### config.mk
export PLATFORM = sky130hd
export DESIGN_NAME = bcd_mmss_timer
export DESIGN_NICKNAME = d
export VERILOG_FILES = /design/src/rtl/bcd_mmss_timer.sv
export SDC_FILE = /design/constraint.sdc
export NUM_CORES = 1
export LEC_CHECK = 0
export CORE_MARGIN = 2
export CORE_UTILIZATION = 25
export DETAILED_ROUTE_END_ITERATION = 16
export GPL_TIMING_DRIVEN = 0
export PLACE_DENSITY_LB_ADDON = 0.15
export SETUP_SLACK_MARGIN = 0.5
export SLEW_MARGIN = 20
export SYNTH_ARGS = -nofsm -noshare
export SYNTH_HDL_FRONTEND = slang
export SYNTH_SLANG_ARGS = --single-unit
### constraint.sdc
create_clock -name clk_50mHz -period 3.65 [get_ports clk_50mHz]
set_input_delay 0.365 -clock clk_50mHz [delete_from_list [all_inputs] [get_ports clk_50mHz]]
set_output_delay 0.365 -clock clk_50mHz [all_outputs]
set_load 0.02 [all_outputs]
### src/rtl/bcd_mmss_timer.sv
// bcd_mmss_timer: MM:SS BCD timer (run/pause, clear, up/down, rollover pulse) driving a 4-digit muxed 7-seg display.
// Latency: q and wrap change on the tick edge; an/a_to_g/dp are registered one cycle behind the digit index.
// Backpressure: none; free-running. Optional LEAD_ZERO_BLANK_EN blanks a leading minutes-tens zero.

module bcd_mmss_timer #(
  parameter int unsigned CLK_HZ  = 50_000_000,
  parameter int unsigned TICK_HZ = 1,
  parameter int unsigned SCAN_HZ = 1000,
  parameter int unsigned SEC_MOD = 60,
  parameter int unsigned MIN_MOD = 60
) (
  input  logic        clk_50mHz,
  input  logic        rst_n,
  input  logic        run,
  input  logic        clr,
  input  logic        down,
  output logic [15:0] q,
  output logic        wrap,
  output logic [6:0]  a_to_g,
  output logic [3:0]  an,
  output logic        dp
);

  localparam int unsigned DIV  = CLK_HZ / TICK_HZ;
  localparam int unsigned SDIV = CLK_HZ / SCAN_HZ;
  localparam int unsigned DW   = (DIV  > 1) ? $clog2(DIV)  : 1;
  localparam int unsigned SW   = (SDIV > 1) ? $clog2(SDIV) : 1;

  localparam logic [DW-1:0] DIV_LAST  = DW'(DIV - 1);
  localparam logic [SW-1:0] SDIV_LAST = SW'(SDIV - 1);

  // Field maxima held as two-digit BCD so the wrap compare works on the BCD value directly.
  localparam logic [7:0] SEC_MAX = {4'((SEC_MOD - 1) / 10), 4'((SEC_MOD - 1) % 10)};
  localparam logic [7:0] MIN_MAX = {4'((MIN_MOD - 1) / 10), 4'((MIN_MOD - 1) % 10)};

  logic [DW-1:0] div_cnt;
  logic          tick;
  logic [7:0]    sec_q, min_q;
  logic [7:0]    sec_n, min_n;
  logic          wrap_c;
  logic [SW-1:0] scan_cnt;
  logic [1:0]    dig_idx;
  logic [3:0]    digit;
  logic [6:0]    seg_n;
  logic [3:0]    an_n;

  function automatic logic [7:0] bcd_inc(input logic [7:0] v);
    if (v[3:0] == 4'd9) return {v[7:4] + 4'd1, 4'd0};
    else                return {v[7:4], v[3:0] + 4'd1};
  endfunction

  function automatic logic [7:0] bcd_dec(input logic [7:0] v);
    if (v[3:0] == 4'd0) return {v[7:4] - 4'd1, 4'd9};
    else                return {v[7:4], v[3:0] - 4'd1};
  endfunction

  function automatic logic [6:0] seg_decode(input logic [3:0] d);
    case (d)
      4'd0:    return 7'b0000001;
      4'd1:    return 7'b1001111;
      4'd2:    return 7'b0010010;
      4'd3:    return 7'b0000110;
      4'd4:    return 7'b1001100;
      4'd5:    return 7'b0100100;
      4'd6:    return 7'b0100000;
      4'd7:    return 7'b0001111;
      4'd8:    return 7'b0000000;
      4'd9:    return 7'b0000100;
      default: return 7'b1111111;
    endcase
  endfunction

  assign tick = run && (div_cnt == DIV_LAST);
  assign q    = {min_q, sec_q};

  // Tick divider: advances only while running so a pause keeps the phase; clr restarts it.
  always_ff @(posedge clk_50mHz or negedge rst_n) begin
    if (!rst_n)      div_cnt <= '0;
    else if (clr)    div_cnt <= '0;
    else if (run)    div_cnt <= tick ? '0 : div_cnt + 1'b1;
  end

  // Next count value for the two BCD fields, with wrap detection on the full mm:ss value.
  always_comb begin
    sec_n  = sec_q;
    min_n  = min_q;
    wrap_c = 1'b0;
    if (!down) begin
      if (sec_q == SEC_MAX) begin
        sec_n = 8'h00;
        if (min_q == MIN_MAX) begin
          min_n  = 8'h00;
          wrap_c = 1'b1;
        end else begin
          min_n = bcd_inc(min_q);
        end
      end else begin
        sec_n = bcd_inc(sec_q);
      end
    end else begin
      if (sec_q == 8'h00) begin
        sec_n = SEC_MAX;
        if (min_q == 8'h00) begin
          min_n  = MIN_MAX;
          wrap_c = 1'b1;
        end else begin
          min_n = bcd_dec(min_q);
        end
      end else begin
        sec_n = bcd_dec(sec_q);
      end
    end
  end

  // Count register and wrap pulse; clr wins over a coincident tick.
  always_ff @(posedge clk_50mHz or negedge rst_n) begin
    if (!rst_n) begin
      sec_q <= 8'h00;
      min_q <= 8'h00;
      wrap  <= 1'b0;
    end else if (clr) begin
      sec_q <= 8'h00;
      min_q <= 8'h00;
      wrap  <= 1'b0;
    end else begin
      wrap <= tick && wrap_c;
      if (tick) begin
        sec_q <= sec_n;
        min_q <= min_n;
      end
    end
  end

  // Scan divider and digit index; independent of run and clr.
  always_ff @(posedge clk_50mHz or negedge rst_n) begin
    if (!rst_n) begin
      scan_cnt <= '0;
      dig_idx  <= 2'd0;
    end else if (scan_cnt == SDIV_LAST) begin
      scan_cnt <= '0;
      dig_idx  <= dig_idx + 2'd1;
    end else begin
      scan_cnt <= scan_cnt + 1'b1;
    end
  end

  // Select the digit under the scan index and build its segment/anode pattern.
  always_comb begin
    digit = 4'd0;
    an_n  = 4'b1110;
    case (dig_idx)
      2'd0: begin digit = sec_q[3:0]; an_n = 4'b1110; end
      2'd1: begin digit = sec_q[7:4]; an_n = 4'b1101; end
      2'd2: begin digit = min_q[3:0]; an_n = 4'b1011; end
      default: begin digit = min_q[7:4]; an_n = 4'b0111; end
    endcase
    seg_n = seg_decode(digit);
`ifdef LEAD_ZERO_BLANK_EN
    if (dig_idx == 2'd3 && min_q[7:4] == 4'd0) seg_n = 7'b1111111;
`endif
  end

  // Register segments, anodes and colon together so they switch on the same edge.
  always_ff @(posedge clk_50mHz or negedge rst_n) begin
    if (!rst_n) begin
      a_to_g <= 7'b0000001;
      an     <= 4'b1110;
      dp     <= 1'b1;
    end else begin
      a_to_g <= seg_n;
      an     <= an_n;
      dp     <= (dig_idx == 2'd2) ? 1'b0 : 1'b1;
    end
  end

endmodule

[After elaboration in Yosys (flattened, before gate mapping)]
Memory sizes are Yosys's and may differ from the RTL's. A register that Yosys moved wholly into a read port is not among the register bits.
Cells that the tools add are included.
Storage, ports and cells
  register bits after elaboration: 66
  ROM bits: 112
  input bits: 5
  output and inout bits: 29
  word-level logic and storage cells: 78
  memories kept: 1
Memory list
  (name not given): depth 16, bits a word 7, rd ports 1, clocked after memory_dff 1, write ports 0, RTL line 58  | case (d)
Cells by class
  add/sub/neg operators: 11
  equal/unequal tests: 11
  mux-type cells: 29
  reductions and logical operators: 16
Operators by type and width (number)
  two-way mux 8 bit: 16
  two-way mux 26 bit: 3
  adder 26 x 1 -> 26 bit (second input constant): 1
  equality test 26 bit (second input constant): 1
  case mux 4 bit (3 select lines): 2
  adder 16 x 1 -> 16 bit (second input constant): 1
  adder 4 x 1 -> 4 bit (second input constant): 4
  equality test 16 bit (second input constant): 1
  equality test 8 x 7 -> 1 bit (second input constant): 2
  zero test 8 bit: 2
  two-way mux 16 bit: 1
  subtractor 4 x 1 -> 4 bit (second input constant): 4
  equality test 4 bit (second input constant): 2
  zero test 4 bit: 2
  != test 4 x 2 -> 1 bit (second input constant): 2
  nonzero test 4 bit: 2
  two-way mux 1 bit: 7
  AND reduction 3 bit: 2
  AND reduction 5 bit: 1
  nonzero test 2 bit: 2
  != test 3 x 2 -> 1 bit (second input constant): 1
  nonzero test 3 bit: 1
  adder 2 x 1 -> 2 bit (second input constant): 1
  equality test 2 x 1 -> 1 bit (second input constant): 1
  other kinds (4): 5

[Longest topological paths before layout]
Gate-level depths: netlist of run 1.
  depth in word-level cells: 7
  depth in mapped cells: 10
  depth with buffers taken out: 10

[Worst setup path before layout of run 1]
Ideal clock, no wire load.
  path type: reg2reg
  start point: register sec_q[0]
  end point: register min_q[5]
  arrival: 2.128 ns
  setup slack: 1.397 ns
  cell stages (with the launch flop): 9
  path buffers: 1
  period minus slack after synthesis: 2.253 ns
  cell sequence: dfrtp_1 -> clkbuf_1 -> inv_1 -> ha_1 -> and4bb_2 -> nand2_1 -> a2111oi_4 -> a21oi_2 -> mux2_2
On the way
  longest elaborated chain between the ends: 3
RTL lines
  start, declared: RTL line 38  | logic [7:0] sec_q, min_q;
  start signal, assigned: RTL line 128  | sec_q <= sec_n;
  zero test 8 bit or equality test 8 x 7 -> 1 bit (tied branches): RTL line 101, 89
  != test 3 x 2 -> 1 bit (no source line) or nonzero test 3 bit (tied branches)
  AND reduction 5 bit (no source line) (*)
  end signal, assigned: RTL line 129  | min_q <= min_n;
  end, declared: RTL line 38
Every way passes the cells marked *; elsewhere a longest branch is shown, timed or not.
A chain may end at the register's enable or synchronous reset.

[Worst setup path in the final report of run 1]
  start point: register sec_q[5]
  end point: register min_q[5]
Same word-level chain as after synthesis.

==> metrics.txt, run 1 <==
RSZ-0062 raised after global routing=no; site row count=47; Post-CTS Resized=0; Distinct cells, synth=61; adder-cell area share of the yosys netlist=7.349%; Synth Area in XOR/XNOR=9.053%; Syn Nets=476; worst-case clock skew=8.666 ps; FF-to-FF Start=sec_q[5]; core area=0.01664 mm2; Cell Int Power=1535 uW; vias post-DR=3371; element type at the critical path start=flip-flop; Overflow after GRT=0; multi-input combinational cell area=0.002291 mm2; #FFs+latches synth=72; CP endpoint=min_q[5]; CTS Hold Bufs=0; placed cells=700; final number of setup-violating endpoints=0; Net Sw Frac=28.32%; f_max=0.3884 GHz; commonest non-fill, non-tap cell in the layout=dfrtp_1; H-tree levels=3; CP Launch Point=sec_q[5]; width of the die=134.5 um; total track usage=12.19%; CP max FO=7; post-CTS setup buffer count=0; Sequential Power Share=41.7%; CTS sink count=72; status=finished, violations left; failing checks=hold timing; period utilisation layout=70.53%; final cell count without fillers=716; multiplexer share of the synthesized area=3.968%; largest family of logic cells by synthesized area=simple AND/OR/NAND/NOR gates; Yosys warning count=0; number of antenna violations at the first check in global routing=0; Vias/cell=4.708; PortBufs=33; max cap viols=0; Hold Path Class=primary input to asynchronous set/reset pin; Antenna diodes=0; DRT Wirelength=10290 um; Reg clk slew, reported paths=60 ps; DRC errors left=0; synthesized area=0.004257 mm2; Post-synth EDFFs=0; register area=0.001807 mm2; Fin. Hold Viols=1; Comb power frac=16.8%; TritonCTS buffer count=9; Max IR drop VDD=221.4 uV; worst-margin pin slew=949.0 ps; simple-gate share of the synthesized area=21.96%; HPWL after DPL=7413 um; Area contributors post-synth=dfrtp_1 (40%), ha_1 (7.3%), xor2_1 (6.0%); dominant cell type by area after synthesis=dfrtp_1; fill cell count=1752; switching power=606.5 uW; crit path capture type=flip-flop; Area Growth Syn to Fin=21.52%; PwrDens=414.1 mW/mm2; most frequent cells in the layout=dfrtp_1 (68), nor2_1 (52), clkdlybuf4s50_1 (32); Primary FF master, synth=dfrtp_1; clk_lat worst skew=340 ps; final worst path period need=2574 ps; Post-synth ARST share=100.0%; depth of the worst register-to-register path=7; Post-Synthesis Cells=446; Worst Path Required=3870 ps; crit path kind=flip-flop to flip-flop; Seq/Total Area, Yosys=42.45%; Worst slew margin=36.25%; Starting Density=25.58%; vias in the first global route=3403; DIE HEIGHT=134.5 um; share of cells above drive strength 1=8.669%; root buf cell=clkbuf_16; Final TNS setup=0 ps; CTS max path bufs=2; Syn Area/Cell=9.544 um2; RePlAce Congestion=0.8409; Reg2Reg Capture Point=min_q[5]; final net count=521; Die Area=0.01809 mm2; 1st-iter DRT viols=201; first-pass GRT wire length=17510 um; DRT antenna net count=0; Critical Path AT=2790 ps; drt pass-1 iters=4; clock power share=41.5%; Lkg Pwr=0.002178 uW; CTS tree=built; complex-gate fraction of the synthesized area=11.49%; worst hold margin=-1.289 ps; DR WL/cell=14.37 um; Synth top area share=39.98%; IO Count=34; largest net degree at the start of global routing=38; Worst R2R Setup Slack=1080 ps; Max Slew Vio Count=0
==> final cells by class <==
cell class / instances / share of cell area [%]
sequential: 72 / 34.93
inverter: 27 / 1.959
tap: 220 / 5.322
clock buffer: 13 / 4.838
clock inverter: 3 / 0.8224
buffer: 13 / 1.113
timing repair buffer: 34 / 6.725
multi-input combinational: 334 / 44.29
==> logic make-up after synthesis <==
kind of cell / count (synthesis)
and+or+nand+nor: 179
DFF: 72
AOI/OAI and AO/OA: 70
xor gates and xnor gates: 44
buffers and inverters: 40
adders and majority gates: 25
muxes: 16
==> stage by stage <==
step	utilization, %	area, um2	hold WS (ps)	total power [uW]	setup slack [ps]
6_report	31.08	5172	-1.289	2142	1076
4_1_cts	31.08	5172	16.71	2177	1058
2_1_floorplan	-	4257	69.41	1114	1397
5_1_grt	31.08	5172	38.28	2257	831.0
3_3_place_gp	29.22	4862	482.3	1264	-528.9
3_5_place_dp	29.32	4880	383.3	1269	820.0
==> critical path, stage by stage (launching register included) <==
cell       delay (ps)
dfrtp_1           470
inv_1             130
ha_1              200
nor3b_1           420
nand2_1           220
a2111oi_4         500
a21oi_2           210
mux2_2            310
==> synthesized netlist by cell type (all sizes together) (2+ instances only) <==
| library cell | n |
|---|---|
| dfrtp | 68 |
| nor2 | 52 |
| nand2 | 31 |
| xor2 | 29 |
| inv | 26 |
| ha | 25 |
| nand3 | 24 |
| a21oi | 20 |
| o21ai | 18 |
| xnor2 | 15 |
| nor3 | 13 |
| nand4 | 10 |
| mux2i | 9 |
| clkbuf | 8 |
| mux2 | 7 |
| nor2b | 7 |
| or3 | 6 |
| and3 | 5 |
| buf | 5 |
| nor4 | 5 |
| a222oi | 4 |
| dfstp | 4 |
| nand3b | 4 |
| o22ai | 4 |
| a31oi | 3 |
| and3b | 3 |
| nand2b | 3 |
| nor4b | 3 |
| o21a | 3 |
| a221oi | 2 |
| and4bb | 2 |
| nor3b | 2 |
| o211ai | 2 |
| o21bai | 2 |
| o31ai | 2 |
| or2 | 2 |
==> how the worst min path moves through the flow <==
stage                 startpoint           end  slack, ps
finish                     rst_n   scan_cnt[9]         -1
global route               rst_n   scan_cnt[9]         40
CTS                        rst_n   scan_cnt[3]         20
global placement    scan_cnt[13]  scan_cnt[13]        480
detailed placement         rst_n   scan_cnt[9]        380
floorplan                  rst_n     a_to_g[1]         70
==> power groups by stage <==
stage / combinational, uW / clock (uW) / sequential, uW
floorplan: 192 / 0 / 923
global placement: 360 / 0 / 905
detailed placement: 362 / 0 / 908
CTS: 364 / 920 / 893
global route: 405 / 952 / 901
finish: 361 / 888 / 893
==> layer usage <==
layer	GRT usage, %	share of wire (%)	up-vias
li1	-	-	1661
met1	16.59	49	1631
met2	18.96	46	62
met3	2.815	3.8	17
met4	4.386	1.7	0
met5	0	0	-
==> flip-flops by register name, indices dropped and copies added (netlist names) <==
name and flops:
a_to_g 7, an 3, dig_idx 2, div_cnt 26
dp 1, min_q 8, scan_cnt 16, sec_q 8
wrap 1
(Power assumes the default switching activity.)
==> run 2: changes to the inputs <==
- clock period: 3.65 -> 2.7 ns (I/O delays scaled with it)
==> run 2 against run 1 <==
  * The flow now finishes without violations
  * Critical path depth up 2
  * Flip-flop and latch count unchanged
  * Non-clock buffer count rose by 30
  * Critical path type unchanged
==> metrics.txt, run 2 (synthesis gave the netlist of run 1 again) <==
crit path capture type=flip-flop; Area Growth Syn to Fin=32.51%; FF-to-FF Start=dig_idx[0]; Die Area=0.01809 mm2 (unchanged); final cell count without fillers=746 (+4.2%); number of antenna violations at the first check in global routing=0 (unchanged); Worst slew margin=57.75% (+21 points); status=finished clean; worst-case clock skew=6.573 ps (-2.093 ps); period utilisation layout=80.05% (+9.5 points); Overflow after GRT=0 (unchanged); Worst R2R Setup Slack=540 ps (-540 ps); element type at the critical path start=flip-flop; Hold Path Class=primary input to asynchronous set/reset pin; most frequent cells in the layout=dfrtp_1 (63), nor2_1 (50), clkdlybuf4s50_1 (32); H-tree levels=3 (unchanged); worst hold margin=430.6 ps (+431.9 ps); crit path buf inv count=3 (+2); delay-heaviest family, CP=buffers and inverters; CTS sink count=72 (unchanged); Core Util, Final=33.89% (+2.8 points); CTS max path bufs=2 (unchanged); Reg2Reg Capture Point=a_to_g[1]; PortBufs=33 (unchanged); Comb power frac=19.4% (+2.6 points); core area=0.01664 mm2 (unchanged); Sequential Power Share=39.4% (-2.3 points); Max IR drop VDD=318.3 uV (+44%); switching power=862.2 uW (+42%); CP peak stage delay=450 ps (-50 ps); Reg clk slew, reported paths=60 ps (about the same); max reg flops=26 (unchanged); 1st-iter DRT viols=163 (-19%); TritonCTS buffer count=9 (unchanged); Critical Path AT=2380 ps (-410 ps); vias in the first global route=3485 (+2.4%); fin area=0.005640 mm2 (+9.0%); biggest regs=div_cnt (26), scan_cnt (16); first-pass GRT wire length=17620 um (+0.63%); Final TNS setup=0 ps (unchanged); final number of setup-violating endpoints=0 (unchanged); max cap viols=0 (unchanged); DR WL/cell=14.38 um (+0.10%); Fin. Hold Viols=0 (-1); DIE HEIGHT=134.5 um (unchanged); Net Sw Frac=28.14% (-0.18 points); width of the die=134.5 um (unchanged); site row count=47 (unchanged); RePlAce Congestion=0.8398 (-0.13%); CTS tree=built; Antenna diodes=0 (unchanged); final worst path period need=2161 ps (-413.0 ps); crit path cell chain=buf_4, ha_4, a222oi_1, mux2i_2, buf_4, buf_4, ha_1, nor2_1, nor2_1; commonest non-fill, non-tap cell in the layout=dfrtp_1; drt pass-1 iters=4 (unchanged); vias post-DR=3473 (+3.0%); root buf cell=clkbuf_16; largest net degree at the start of global routing=42 (+11%); Starting Density=25.58% (unchanged); Lkg Pwr=0.002372 uW (+8.9%); DRC errors left=0 (unchanged); crit path kind=flip-flop to flip-flop; CP max FO=5 (-2); final net count=551 (+5.8%); Max Slew Vio Count=0 (unchanged); share of cells above drive strength 1=21.48% (+13 points); fill cell count=1693 (-3.4%); HPWL after DPL=7425 um (+0.15%); RSZ-0062 raised after global routing=yes; placed cells=700 (unchanged); Worst Path Required=2920 ps (-950 ps); Reg with most FFs=div_cnt; Crit path top cell by count=buf_4; DRT antenna net count=0 (unchanged); clk_lat worst skew=340 ps (about the same); DRT Wirelength=10730 um (+4.3%); f_max=0.4627 GHz (+19%); dpl cell area=0.004925 mm2 (+0.92%); PwrDens=543.2 mW/mm2 (+31%); CP max stage cell=a222oi_1; worst-margin pin slew=627.2 ps (-321.8 ps); IO Count=34 (unchanged); total track usage=12.29% (+0.10 points); Cell Int Power=2202 uW (+43%); Vias/cell=4.655 (-1.1%); clock power share=41.2% (-0.3 points); depth of the worst register-to-register path=9 (+2)
-- run 2: how the worst max path moves through the flow --
stage,slack (ps),cells past startpoint,endpoint,startpoint
after floorplan,500,8,min_q[5],sec_q[0]
after global placement,-1710,1,sec_q[0],rst_n
after detailed placement,-7,6,div_cnt[11],clr
after CTS,500,7,min_q[5],sec_q[1]
after global routing,410,6,div_cnt[11],clr
final,540,9,a_to_g[1],dig_idx[0]
-- run 2: power groups by stage --
| stage | sequential [uW] | combinational [uW] | clock (uW) |
|---|---|---|---|
| after floorplan | 1250 | 267 | 0 |
| after global placement | 1220 | 493 | 0 |
| after detailed placement | 1230 | 499 | 0 |
| after CTS | 1210 | 543 | 1310 |
| after global routing | 1220 | 658 | 1350 |
| final | 1210 | 593 | 1260 |
-- run 2: cell type report --
| type | instances | area, um2 | area share [%] |
|---|---|---|---|
| multi-input combinational | 334 | 2467 | 43.74 |
| sequential | 72 | 1813 | 32.14 |
| timing repair buffer | 64 | 586.8 | 10.40 |
| tap | 220 | 275.3 | 4.880 |
| clock buffer | 12 | 266.5 | 4.725 |
| inverter | 27 | 108.9 | 1.930 |
| buffer | 13 | 71.32 | 1.264 |
| clock inverter | 4 | 51.30 | 0.9095 |
-- run 2: through the flow --
step | total power, uW | worst slack (ps)
after floorplan | 1516 | 500.3
after global placement | 1718 | -1711
after detailed placement | 1725 | -7.421
after CTS | 3064 | 501.7
after global routing | 3227 | 406.2
final | 3064 | 538.7
-- run 2: layer usage --
| layer | GRT usage, % | vias to the layer above | wire length, um |
|---|---|---|---|
| met3 | 3.116 | 14 | 391 |
| met4 | 4.386 | 0 | 184 |
| li1 | - | 1715 | - |
| met2 | 20.01 | 56 | 5112 |
| met5 | 0 | - | 0 |
| met1 | 15.83 | 1688 | 5039 |
-- run 2: timing repair --
item	in CTS	in global routing
buffers inserted	14	15
setup endpoints to repair	37	33
cloned	0	0
hold buffers	1	0
gates resized for setup	13	35
pin swaps	6	13
hold endpoints to repair	27	0
==> run 3: changes to the inputs <==
- clock period: 2.7 -> 2.3 ns (I/O delays scaled with it)
==> run 3 against run 2 <==
  * Total power grew 16%
  * Largest power group unchanged
  * Sequential power grew 17%
  * Utilization grew 2.8 points
  * Register-to-register slack lost 350 ps
  * Final cell count grew 3.2%
  * Largest cell class unchanged
==> metrics.txt, run 3 (synthesis gave the netlist of run 1 again) <==
status=finished clean; element type at the critical path start=flip-flop; vias post-DR=3596 (+3.5%); crit path kind=flip-flop to flip-flop; Worst slew margin=55.22% (-2.5 points); Worst R2R Setup Slack=190 ps (-350 ps); DR WL/cell=14.84 um (+3.2%); depth of the worst register-to-register path=8 (-1); Max IR drop VDD=363.2 uV (+14%); CP endpoint=min_q[5]; core area=0.01664 mm2 (unchanged); 1st-iter DRT viols=135 (-17%); number of antenna violations at the first check in global routing=0 (unchanged); Reg clk slew, reported paths=60 ps (about the same); DRT Wirelength=11430 um (+6.5%); Starting Density=25.58% (unchanged); Critical Path AT=2330 ps (-50 ps); highest metal used=met4; site row count=47 (unchanged); period utilisation layout=91.68% (+12 points); crit path capture type=flip-flop; Reg with most FFs=div_cnt; RePlAce Congestion=0.8429 (+0.37%); Reg2Reg Capture Point=min_q[5]; H-tree levels=3 (unchanged); final net count=575 (+4.4%); HPWL after DPL=7448 um (+0.31%); fill cell count=1660 (-1.9%); Lkg Pwr=0.002647 uW (+12%); CTS sink count=72 (unchanged); IO Count=34 (unchanged); DRT antenna net count=0 (unchanged); Fin. Hold Viols=0 (unchanged); final number of setup-violating endpoints=0 (unchanged); share of cells above drive strength 1=29.27% (+7.8 points); root buf cell=clkbuf_16; max reg flops=26 (unchanged); Vias/cell=4.670 (+0.31%); CTS tree=built; FF-to-FF Start=sec_q[0]; Antenna diodes=0 (unchanged); max cap viols=0 (unchanged); total track usage=13.04% (+0.76 points); DRC errors left=0 (unchanged); worst-margin pin slew=671.7 ps (+44.49 ps); Area Growth Syn to Fin=43.39%; wl on met1=5478 um (+8.7%); f_max=0.4742 GHz (+2.5%); largest net degree at the start of global routing=42 (unchanged); first-pass GRT wire length=18650 um (+5.9%); commonest non-fill, non-tap cell in the layout=dfrtp_1; Die Area=0.01809 mm2 (unchanged); WL met3=436 um (+12%); PortBufs=33 (unchanged); Post-Place Setup Slack=-355.3 ps (-347.8 ps); most frequent cells in the layout=dfrtp_1 (58), nor2_1 (49), buf_4 (45); clk_lat worst skew=340 ps (about the same); CTS max path bufs=2 (unchanged); CP max FO=4 (-1); Met2 Wirelength=5340 um (+4.5%); TritonCTS buffer count=9 (unchanged); width of the die=134.5 um (unchanged); final worst slack=191.3 ps (-347.4 ps); final worst path period need=2109 ps (-52.61 ps); Final TNS setup=0 ps (unchanged); Hold Path Class=primary input to asynchronous set/reset pin; Overflow after GRT=0 (unchanged); drt pass-1 iters=4 (unchanged); PwrDens=583.3 mW/mm2 (+7.4%); Worst Path Required=2520 ps (-400 ps); RSZ-0062 raised after global routing=yes; worst-case clock skew=12.13 ps (+5.560 ps); biggest regs=div_cnt (26), scan_cnt (16); Max Slew Vio Count=0 (unchanged); DIE HEIGHT=134.5 um (unchanged); CP Launch Point=sec_q[0]; vias in the first global route=3624 (+4.0%)
## run 3: changes by cell type in the layout (fill, tap and decap cells not counted), moves of 3 or more
cell	before	now
ha_4	6	9
buf_6	1	10
o21ai_0	16	13
clkdlybuf4s50_1	32	28
dfrtp_2	5	10
a21oi_1	19	14
a21oi_2	0	4
nor4_1	4	1
dlymetal6s2s_1	0	3
buf_4	30	45
o21ai_1	0	3
dfrtp_1	63	58
## run 3: area by class of cell
type                    count  area (um2)  share of cell area, %
well taps                 220       275.3                  4.510
multi-input cells         334        2659                  43.56
repair buffers             88       809.5                  13.26
plain buffers              13       126.4                  2.071
clock inverters             3       40.04                 0.6560
clock buffers              13       260.3                  4.264
flip-flops and latches     72        1819                  29.81
inverters                  27       113.9                  1.866
## run 3: stage by stage
stage | cells | total power, uW | cell area (um2) | util (%) | hold slack [ps]
after floorplan | 446 | 1784 | 4398 | - | -65.59
after global placement | 699 | 2023 | 5004 | 30.07 | 476.3
after detailed placement | 700 | 2029 | 5029 | 30.22 | 231.3
after CTS | 752 | 3564 | 5849 | 35.15 | 380.5
after global routing | 770 | 3740 | 6103 | 36.67 | 407.3
final | 770 | 3560 | 6103 | 36.67 | 394.2
## run 3: where the power goes
| part | internal (uW) | total, uW | switching (uW) |
|---|---|---|---|
| Combinational | 336 | 708 | 372 |
| Clock | 897 | 1440 | 544 |
| Sequential | 1320 | 1410 | 90.0 |
| Total | 2550 | 3560 | 1010 |
## run 3: metal layers
metal / vias to the layer above / GRT usage (%)
li1: 1766 / -
met1: 1758 / 17.47
met2: 62 / 20.18
met3: 10 / 3.078
met4: 0 / 5.556
met5: - / 0
## run 3: worst max-delay path: stages (launching register included)
cell,delay (ps)
dfrtp_2,420
buf_8,130
inv_4,50
ha_4,130
and4bb_2,280
nand2_2,90
a2111oi_4,440
a21oi_4,140
mux2_4,310
## run 3: worst min path at each step
stage                      startpoint           to  depth (start not counted)  slack, ps
final                           rst_n  div_cnt[13]                          2        390
after global routing              run   div_cnt[1]                          3        410
after floorplan                 rst_n    a_to_g[1]                          0        -70
after CTS                         run   div_cnt[1]                          3        380
after detailed placement        rst_n  div_cnt[13]                          1        230
after global placement    scan_cnt[7]  scan_cnt[7]                          1        480
## run 3: what timing repair did
item,in CTS,in global routing
setup buffers,34,15
setup endpoints to repair,59,57
hold buffers,1,0
gates cloned,1,3
resized for setup,53,30
hold endpoints to repair,28,0
pin swaps,17,13
==> edit 1 (config.mk and constraints of run 2) <==
Build with the macro `LEAD_ZERO_BLANK_EN` defined.
--- a/src/rtl/bcd_mmss_timer.sv
+++ b/src/rtl/bcd_mmss_timer.sv
@@ -1,6 +1,8 @@
 // bcd_mmss_timer: MM:SS BCD timer (run/pause, clear, up/down, rollover pulse) driving a 4-digit muxed 7-seg display.
 // Latency: q and wrap change on the tick edge; an/a_to_g/dp are registered one cycle behind the digit index.
 // Backpressure: none; free-running. Optional LEAD_ZERO_BLANK_EN blanks a leading minutes-tens zero.
+
+`define LEAD_ZERO_BLANK_EN
 
 module bcd_mmss_timer #(
   parameter int unsigned CLK_HZ  = 50_000_000,
Check against the original RTL: no difference found for any inputs over 10 cycles, from zero or initial values and one cycle with rst_n low; that may be too few to reach the edited logic, so the function may still have changed.
==> edit 1 against run 2 <==
- utilization decreased by 1.4 points
- power decreased by 2.8%
- synthesized area increased by 1.7%
- final cell count increased by 0.94%
- wire length increased by 3.0%
- first-iteration DRC count increased by 0.61%
- sequential cell count unchanged
- design area decreased by 1.5%
- worst setup slack improved by 0.050 ns
- global-route usage increased by 0.37 points
- critical endpoint is now min_q[1]
- largest cell class unchanged
==> edit 1: results <==
{
  "status": "finished, final reports clean",
  "regToRegSetupSlack_ns": 0.59,
  "synthTopCellsByCount": "dfrtp_1, nor2_1, ha_1, inv_1, nand2_1",
  "drive_gt1_share_pct": 17.8,
  "ys_seq_area_share_pct": 41.7,
  "biggestRegsByFlops": "div_cnt (26), scan_cnt (16)",
  "crit_path_top_delay_cell": "o41a_1",
  "drt_first_pass_iters": 5,
  "layout.nets": 553,
  "synthTopCellsByArea": "dfrtp_1, ha_1, nor2_1, xor2_1, xnor2_1",
  "total_power_mw": 2.98,
  "fillers": 1791,
  "grtUsageTotal_pct": 12.7,
  "p_leak_nw": 2.37,
  "swShare_pct": 27.4,
  "viasPerCell": 4.82,
  "wire_per_inst_um": 14.7,
  "fin_worst_skew_ns": 0.0103,
  "io_buffers": 33,
  "dp_hpwl_um": 7790,
  "worstPathArrival_ns": 2.33,
  "synth_nets": 485,
  "peakVddDrop_uv": 308,
  "grt_max_degree": 39,
  "worst_pin_slew_ns": 0.608,
  "max_stage_delay_ns": 0.48,
  "pwr-share-seq_pct": 38.9,
  "antenna_found_initial": 0,
  "cp_max_fo": 7,
  "grt_pass1_wl_um": 18300
}
-- edit 1: cells by family (layout without fill, tap and decap cells) --
group,count (synthesis),after routing,synth area share (%)
buffers and inverters,37,110,3.58
AND/OR/NAND/NOR,189,189,23.9
AO/OA/AOI/OAI,82,82,13.0
XOR/XNOR,38,38,7.69
flip-flops,72,72,41.7
adder cells (fa/ha/maj),25,25,7.23
multiplexers,12,12,2.89
-- edit 1: area by class of cell --
class / count / area (um^2) / share of cell area [%]
multi-input combinational: 346 / 2450 / 44.1
inverter: 24 / 90.1 / 1.62
clock buffer: 9 / 225 / 4.05
clock inverter: 7 / 101 / 1.82
buffer: 13 / 66.3 / 1.19
timing repair buffer: 57 / 527 / 9.48
sequential: 72 / 1810 / 32.7
tap: 225 / 282 / 5.07
-- edit 1: worst max-delay path: cells and delay by family, from the launching register on --
kind	cells	cell delay [ns]
simple gates	1	0.38
buf+inv	1	0.08
flops	1	0.41
fa+ha+maj	1	0.13
compound gates	4	0.99
-- edit 1: per-layer routing --
layer  wire [um]  GRT usage, %
met3         450          2.88
met4         205          4.51
met1        5130          16.0
met5           0             0
met2        5270          21.2
-- edit 1: metrics by stage --
stage / hold slack, ns / instance area [um^2] / TNS, ns / setup slack, ns / cells
after floorplan: -0.0256 / 4330 / 0 / 0.528 / 455
after global placement: 0.476 / 4940 / -97.98 / -1.70 / 713
after detailed placement: 0.281 / 4960 / 0 / 0.243 / 714
after CTS: 0.447 / 5450 / 0 / 0.479 / 747
after global routing: 0.487 / 5560 / 0 / 0.476 / 753
final: 0.439 / 5560 / 0 / 0.588 / 753
-- edit 1: what timing repair did --
action,CTS,global route
endpoints found under the setup margin,14,40
gates cloned,0,0
endpoints found under the hold margin,33,0
setup buffers,16,6
hold buffers,1,0
pin swaps,8,9
resized for setup,14,20
==> edit 2 (settings of run 2) <==
Without the edit above. Make the reset (`rst_n`) synchronous in 4 clocked blocks.
--- a/src/rtl/bcd_mmss_timer.sv
+++ b/src/rtl/bcd_mmss_timer.sv
@@ -74,7 +74,7 @@
   assign q    = {min_q, sec_q};
 
   // Tick divider: advances only while running so a pause keeps the phase; clr restarts it.
-  always_ff @(posedge clk_50mHz or negedge rst_n) begin
+  always_ff @(posedge clk_50mHz) begin
     if (!rst_n)      div_cnt <= '0;
     else if (clr)    div_cnt <= '0;
     else if (run)    div_cnt <= tick ? '0 : div_cnt + 1'b1;
@@ -113,7 +113,7 @@
   end
 
   // Count register and wrap pulse; clr wins over a coincident tick.
-  always_ff @(posedge clk_50mHz or negedge rst_n) begin
+  always_ff @(posedge clk_50mHz) begin
     if (!rst_n) begin
       sec_q <= 8'h00;
       min_q <= 8'h00;
@@ -132,7 +132,7 @@
   end
 
   // Scan divider and digit index; independent of run and clr.
-  always_ff @(posedge clk_50mHz or negedge rst_n) begin
+  always_ff @(posedge clk_50mHz) begin
     if (!rst_n) begin
       scan_cnt <= '0;
       dig_idx  <= 2'd0;
@@ -161,7 +161,7 @@
   end
 
   // Register segments, anodes and colon together so they switch on the same edge.
-  always_ff @(posedge clk_50mHz or negedge rst_n) begin
+  always_ff @(posedge clk_50mHz) begin
     if (!rst_n) begin
       a_to_g <= 7'b0000001;
       an     <= 4'b1110;
Check against the original RTL: no difference found for any inputs over 10 cycles, from zero or initial values and one cycle with rst_n low; that may be too few to reach the edited logic, so the function may still have changed.
==> edit 2 against run 2 <==
- synthesized area down 6.2%
- utilization rose by 1.1 points
- global-route usage grew 0.55 points
- sequential cell count did not move
- wire length fell by 2.7%
- worst setup slack worse by 0.088 ns
- critical path depth fell by 2
- clock skew is 0.0017 ns higher
- final cell count increased by 2.5%
- design area is 2.2% lower
Power is not compared: it rests on default switching activity, and its combinational part moved more than twofold at a synthesized area within 25%.
==> edit 2: results <==
{
  "status": "finished, final reports clean",
  "final_cell_count_no_fill": 765,
  "r2r_cells": 7,
  "clock_area_share_pct": 5.74,
  "synthTopCellsByCount": "dfxtp_1, nor2_1, nand2_1, ha_1, xor2_1",
  "grt_use_met1_pct": 16.3,
  "row_count": 46,
  "hold_class": "reg -> reg",
  "clock_buffers": 12,
  "met1Wirelength_um": 4960,
  "drt_iter0_drc": 125,
  "worstPathArrival_ns": 2.53,
  "dp_slack_ns": -0.254,
  "buf_share_pct": 13.4,
  "worst_pin_slew_ns": 0.598,
  "cpLargestDelayFamily": "simple AND/OR/NAND/NOR gates",
  "grt_pass1_wl_um": 17000,
  "synth_ff_type": "dfxtp_1",
  "grt_use_met2_pct": 20.6,
  "crit_path_top_delay_cell": "or4_4",
  "max_stage_delay_ns": 0.54,
  "grt_max_degree": 13,
  "postPlaceCellArea_um2": 4680,
  "cp_max_fo": 7,
  "ys_seq_area_share_pct": 36.1,
  "first_global_vias": 3358,
  "grt_use_met3_pct": 2.57,
  "regToRegSetupSlack_ns": 0.45,
  "cts_setup_buffers": 17,
  "drive_gt1_share_pct": 22.8,
  "grtUsageTotal_pct": 12.8,
  "r2r_end": "min_q[7]",
  "synth_nets": 502,
  "fin_worst_skew_ns": 0.00825,
  "synthTopCellsByArea": "dfxtp_1, ha_1, nor2_1, xor2_1, xnor2_1",
  "avgSynthCellArea_um2": 8.46,
  "synth_async_sr_flop_share_pct": 0,
  "nNonClkBuffers": 83,
  "multi_input_area_share_pct": 47.3,
  "seq_area_um2": 1490,
  "dp_cells": 721,
  "route.met2.wl_um": 4860,
  "wire_per_inst_um": 13.6,
  "wl_met3_um": 392,
  "dp_hpwl_um": 7080,
  "ys_types": 58,
  "worst_hold_slack_ns": 0.463,
  "num-nonclk-inverters": 24,
  "cts_repair_resize_count": 58,
  "comb.multi_input.count": 354,
  "viasPerCell": 4.65,
  "fillers": 1631,
  "layout.nets": 574,
  "r2r-start": "div_cnt[1]",
  "gp_routability_congestion": 0.830
}
## edit 2: cell families (layout without fill, tap and decap cells)
| group | count (synthesis) | after routing | synth area share, % |
|---|---|---|---|
| xor gates and xnor gates | 40 | 40 | 8.77 |
| adders and majority gates | 25 | 25 | 7.83 |
| AOI/OAI and AO/OA | 72 | 72 | 11.9 |
| DFF | 72 | 72 | 36.1 |
| muxes | 14 | 14 | 3.70 |
| buffers and inverters | 46 | 123 | 4.64 |
| and+or+nand+nor | 203 | 203 | 27.1 |
## edit 2: how the worst max path moves through the flow
| stage | startpoint | cells past startpoint | end | slack, ns |
|---|---|---|---|---|
| 6_report | div_cnt[1] | 7 | min_q[7] | 0.45 |
| 5_1_grt | sec_q[0] | 8 | min_q[7] | 0.39 |
| 4_1_cts | div_cnt[3] | 6 | min_q[7] | 0.45 |
| 3_5_place_dp | run | 9 | div_cnt[25] | -0.25 |
| 3_3_place_gp | run | 9 | div_cnt[23] | -0.24 |
| 2_1_floorplan | min_q[0] | 9 | min_q[7] | 0.48 |
